===== src/rtl/mult_stage_pipe.sv =====
// rtl/mult_stage_pipe.sv - NROW-lane multiply stage with LAT-deep rdy/ack pipeline
module mult_stage_pipe #(
   parameter int NROW    = 4,
   parameter int DWD     = 8,
   parameter int PSUMDWD = 24,
   parameter int LAT     = 2,
   parameter int SIDEW   = 8,
   parameter int ZCW     = 16
) (
   input  logic                      i_clk,
   input  logic                      i_rst,
   input  logic                      i_FS_rdy,
   output logic                      o_FS_ack,
   output logic                      o_MS_rdy,
   input  logic                      i_MS_ack,
   input  logic                      i_signed,
   input  logic                      i_packed,
   input  logic [NROW*DWD-1:0]       i_ipix,
   input  logic [NROW*DWD-1:0]       i_wpix,
   input  logic [NROW*PSUMDWD-1:0]   i_psum,
   input  logic [SIDEW-1:0]          i_side,
   output logic [NROW*2*DWD-1:0]     o_prod,
   output logic [NROW*PSUMDWD-1:0]   o_psum,
   output logic [SIDEW-1:0]          o_side,
   input  logic                      i_zclr,
   output logic [ZCW-1:0]            o_zcnt
);

   localparam int PWD = 2 * DWD;
   localparam int HW  = DWD / 2;
   localparam int ZIW = $clog2(NROW + 1);

   if (LAT < 1 || LAT > 4) begin : g_bad_lat
      $fatal(1, "mult_stage_pipe: LAT must be in 1..4");
   end
   if (DWD % 2 != 0) begin : g_bad_dwd
      $fatal(1, "mult_stage_pipe: DWD must be even");
   end

   // Operand extension to product width; s selects two's complement.
   function automatic logic [PWD-1:0] ext_full(input logic [DWD-1:0] x, input logic s);
      return {{DWD{s & x[DWD-1]}}, x};
   endfunction

   function automatic logic [PWD-1:0] ext_half(input logic [HW-1:0] x, input logic s);
      return {{(PWD-HW){s & x[HW-1]}}, x};
   endfunction

   logic                        stall;
   logic                        fs_xfer;
   logic [LAT-1:0]              v_q;
   logic [NROW*PWD-1:0]         prod_q [LAT];
   logic [NROW*PSUMDWD-1:0]     psum_q [LAT];
   logic [SIDEW-1:0]            side_q [LAT];
   logic [NROW*PWD-1:0]         prod_d;
   logic [ZIW-1:0]              zinc_d;
   logic [ZCW-1:0]              zcnt_q;
   logic [ZCW-1:0]              zcnt_d;
   logic [ZCW:0]                zsum;
   logic [DWD-1:0]              lane_a;
   logic [DWD-1:0]              lane_b;
   logic                        lane_z;

   // The whole pipeline freezes only when the output beat is held off.
   assign stall    = v_q[LAT-1] & ~i_MS_ack;
   assign o_FS_ack = ~stall;
   assign fs_xfer  = i_FS_rdy & ~stall;

   // Per-lane product into slot 0 and count of lanes with a zero operand.
   always_comb begin
      prod_d = '0;
      zinc_d = '0;
      lane_a = '0;
      lane_b = '0;
      lane_z = 1'b0;
      for (int r = 0; r < NROW; r++) begin
         lane_a = i_ipix[r*DWD +: DWD];
         lane_b = i_wpix[r*DWD +: DWD];
         if (i_packed) begin
            prod_d[r*PWD +: PWD] =
               ext_half(lane_a[HW-1:0], i_signed) * ext_half(lane_b[HW-1:0], i_signed) +
               ext_half(lane_a[DWD-1:HW], i_signed) * ext_half(lane_b[DWD-1:HW], i_signed);
            lane_z = (~|lane_a[HW-1:0] | ~|lane_b[HW-1:0]) &
                     (~|lane_a[DWD-1:HW] | ~|lane_b[DWD-1:HW]);
         end else begin
            prod_d[r*PWD +: PWD] = ext_full(lane_a, i_signed) * ext_full(lane_b, i_signed);
            lane_z = ~|lane_a | ~|lane_b;
         end
         zinc_d = zinc_d + ZIW'(lane_z);
      end
   end

   // Saturating next value of the zero counter.
   always_comb begin
      zsum   = {1'b0, zcnt_q} + (ZCW+1)'(zinc_d);
      zcnt_d = zsum[ZCW] ? '1 : zsum[ZCW-1:0];
   end

   // Slot valids shift every unstalled cycle; payloads load only behind a valid.
   always_ff @(posedge i_clk or negedge i_rst) begin
      if (!i_rst) begin
         v_q <= '0;
         for (int k = 0; k < LAT; k++) begin
            prod_q[k] <= '0;
            psum_q[k] <= '0;
            side_q[k] <= '0;
         end
      end else if (!stall) begin
         v_q[0] <= i_FS_rdy;
         if (i_FS_rdy) begin
            prod_q[0] <= prod_d;
            psum_q[0] <= i_psum;
            side_q[0] <= i_side;
         end
         for (int k = 1; k < LAT; k++) begin
            v_q[k] <= v_q[k-1];
            if (v_q[k-1]) begin
               prod_q[k] <= prod_q[k-1];
               psum_q[k] <= psum_q[k-1];
               side_q[k] <= side_q[k-1];
            end
         end
      end
   end

   // Zero counter: clear has priority over a same-cycle increment.
   always_ff @(posedge i_clk or negedge i_rst) begin
      if (!i_rst) begin
         zcnt_q <= '0;
      end else if (i_zclr) begin
         zcnt_q <= '0;
      end else if (fs_xfer) begin
         zcnt_q <= zcnt_d;
      end
   end

   assign o_MS_rdy = v_q[LAT-1];
   assign o_prod   = prod_q[LAT-1];
   assign o_psum   = psum_q[LAT-1];
   assign o_side   = side_q[LAT-1];
   assign o_zcnt   = zcnt_q;

endmodule


===== config.mk =====
export PLATFORM = sky130hd
export DESIGN_NAME = mult_stage_pipe
export DESIGN_NICKNAME = d
export VERILOG_FILES = /design/src/rtl/mult_stage_pipe.sv
export SDC_FILE = /design/constraint.sdc
export NUM_CORES = 2
export LEC_CHECK = 0
export ABC_AREA = 1
export CORE_MARGIN = 2
export CORE_UTILIZATION = 54
export DETAILED_ROUTE_END_ITERATION = 6
export HOLD_SLACK_MARGIN = 0.02
export PLACE_DENSITY = 0.76
export SYNTH_ARGS = -nofsm -noshare
export SYNTH_HDL_FRONTEND = slang
export SYNTH_SLANG_ARGS = --single-unit

===== constraint.sdc =====
create_clock -name i_clk -period 2.7 [get_ports i_clk]
set_clock_uncertainty 0.1 [all_clocks]
set_input_delay 0.54 -clock i_clk [delete_from_list [all_inputs] [get_ports i_clk]]
set_output_delay 0.54 -clock i_clk [all_outputs]
set_load 0.05 [all_outputs]

==> metrics <==
leak pwr 25.4 nW; IO Pins 361; crit-path max cell delay 530 ps; CTS clk-pin slew, worst paths 60 ps; PortBufs 360; post-synth top area share 25.4%; DRC violations left 0; first-pass GRT wire length 158 mm; sequential share of the synthesized area 25.1%; post-synthesis register bit count 354; CP Buf/Inv Count 6; critical path class input pin to flop; Crit path max-delay family adder cells; Worst-Skew Late Latency 560 ps; # fillers 4,408; Post-Synth Simple-Gate Area 16.0%; ys async rst share 100%; CP max-delay cell fa_2; largest family of logic cells by synthesized area adder cells; largest net degree at the start of global routing 67; r2r setup slk -220 ps; cell taking the most area after synthesis fa_1; drt wl/cell 18.0 µm; Die Area 67,300 µm²; Post-Synthesis Cells 4,164; ys flop type dfrtp_1; Congestion Overflow GR 0; final wirelength 104 mm; Finished Layout Cells 5,767; Vias 30.0k; total core area 64,500 µm²; failing checks negative setup slack; multi-input logic area 23,600 µm²; GRT Overall Usage 29.7%; area share of fa/ha/maj cells after synthesis 34.5%; post-synthesis compound-gate area fraction 5.36%; # clock sinks 354; DP HPWL 77.8 mm; pwr/cell area 985 nW/µm²; top cells by area, synth fa_1 25%, dfrtp_1 25%, nand2_1 11%; Setup-failing EPs final 72; pre-CTS setup slack -2920 ps; Post-Syn Area 35,200 µm²; DRT antenna net count 0; RSZ-0062 raised after global routing yes; final hold vios 0; top-count cell post-synth nand2_1; placed cells 5,590; Synth Area in XOR/XNOR 0.870%; relative slew slack 43.4%; post-DR vias/cell 5.20; P&R area growth vs syn 34.0%; multiplexer share of the synthesized area 3.13%; Max Cap Violations 0; initial DRC count 2,196; status complete, but fails checks; post-layout min period 4740 ps; syn nets 5,043; syn avg cell area 8.47 µm²; share of layout cells above drive strength 1 28.3%; Netlist cell types 43; worst slew pin tran 849 ps; global placer's final weighted congestion 0.918; starting density of the core 54.7%; Final Slew Violations 0; Worst setup EP type flop; PnR worst setup slack -2040 ps; drt first pass iters 6; crit path max fanout 7; synth warn 0; arrival time worst endpoint 5100 ps; Bufs on Longest Clock Path 3; initial antenna violation count 5; number of synthesized flops with an enable pin 0; worst vdd ir 0.00107 V; CTS buffer count 40; Final Core Density 73.3%; Die Wd 259 µm; critical path cell sequence buf_12 > buf_16 > nand2_4 > buf_4 > or2_2 > fa_1 > inv_1 > fa_2 > fa_2 > fa_1 > inv_1 > fa_1 > inv_2 > ha_4 > a21oi_2 > o21ai_0 > a21oi_1 > nand3_1 > nand3_4 > nand2_1 > nand2_1 > nand2_1; final worst path period share 175%; CTS Root Cell clkbuf_16; worst hold path type flop to flop; # H-tree levels 2; CTS tree done; vias in the first global route 31.0k; Rows 93; max frequency 211 MHz; most frequent cells after synthesis 1,071 x nand2_1, 901 x inv_1, 447 x fa_1; Worst Path Required 3060 ps; nets 5,756; Worst setup SP type input pin; FF+latch area 8860 µm²; total power 46.5 mW; Hold Worst Slack 378 ps; Die Y 259 µm
==> layout make-up <==
class / instances / area share, %
Clock inverter: 22 / 0.617
Timing Repair inverter: 1 / 0.0132
Sequential cell: 354 / 18.8
Tap cell: 855 / 2.26
Multi-Input combinational cell: 2587 / 49.9
Antenna cell: 3 / 0.0159
Timing Repair Buffer: 987 / 18.7
Clock buffer: 52 / 2.36
Inverter: 906 / 7.29
==> layer usage <==
metal	up-vias	track usage [%]	routed length, µm
met2	1184	52.0	51700
met4	2	12.9	5570
met1	14700	36.1	39600
li1	13800	-	-
met3	337	5.15	7050
met5	-	0	14
==> power by group <==
| group | leakage [nW] | internal (mW) | total (mW) | switching (mW) |
|---|---|---|---|---|
| registers | 4.35 | 6.93 | 7.94 | 1.01 |
| logic | 20.3 | 14.5 | 32.8 | 18.3 |
| clock network | 0.689 | 3.37 | 5.76 | 2.39 |
==> placed cells by master, fill, tap and decap left out, types with 29 or more instances in the layout <==
cell	synthesis	layout
fa_1	447	410
clkdlybuf4s50_1	0	291
mux2_2	98	98
buf_12	0	29
dfrtp_1	354	354
nor2_2	3	31
clkbuf_2	0	32
a21oi_1	88	61
nand3_1	92	65
inv_2	4	107
o21ai_0	183	158
clkbuf_16	0	40
inv_1	901	787
nand2_1	1071	935
nand2_2	3	88
buf_6	1	76
fa_2	0	37
nand2_4	1	48
nor2_1	155	113
ha_4	0	86
ha_1	257	167
buf_4	169	525
o21ai_1	17	36
==> final timing paths <==
check                      cells after the start              startpoint                     end
setup / recovery                              22                i_signed  prod_q[78]$_DFFE_PN0P_
hold / removal                                 2  psum_q[99]$_DFFE_PN0P_  psum_q[99]$_DFFE_PN0P_
setup reg to reg                              13   o_zcnt[0]$_DFFE_PN0P_   o_zcnt[4]$_DFFE_PN0P_
hold reg to reg                                2  psum_q[99]$_DFFE_PN0P_  psum_q[99]$_DFFE_PN0P_
max in group asynchronous                      3                   i_rst  side_q[10]$_DFFE_PN0P_
min in group asynchronous                      2                   i_rst  o_psum[89]$_DFFE_PN0P_
==> logic make-up after synthesis <==
| kind of cell | count (synthesis) |
|---|---|
| multiplexers | 98 |
| AO/OA/AOI/OAI | 351 |
| adder cells (fa/ha/maj) | 704 |
| AND/OR/NAND/NOR | 1399 |
| XOR/XNOR | 35 |
| flip-flops | 354 |
| buffers and inverters | 1223 |
==> worst min-delay path: stages (launching register included) <==
cell	delay (ps)
dfrtp_1	340
nand2_1	50
nand2_1	60
==> per-stage QoR <==
step	setup TNS, ps	area [µm²]
after floorplan	-117540	36400
after global placement	-169600	43000
after detailed placement	-174670	43000
after CTS	-112570	45600
after global routing	-118320	47200
final	-108700	47200
==> repair_timing <==
item	CTS	global route
hold buffers	1	0
buffers inserted	47	53
pin swaps	168	225
setup endpoints to repair	72	72
gates cloned	2	2
gates resized for setup	280	505
hold endpoints to repair	53	0
==> sequential cells by signal (all words and copies together), names as in the netlist <==
signal  cells
o_psum     96
psum_q     96
o_prod     64
prod_q     64
o_zcnt     16
o_side      8
side_q      8
v_q         2
No activity file was read; power rests on OpenSTA's default activity.
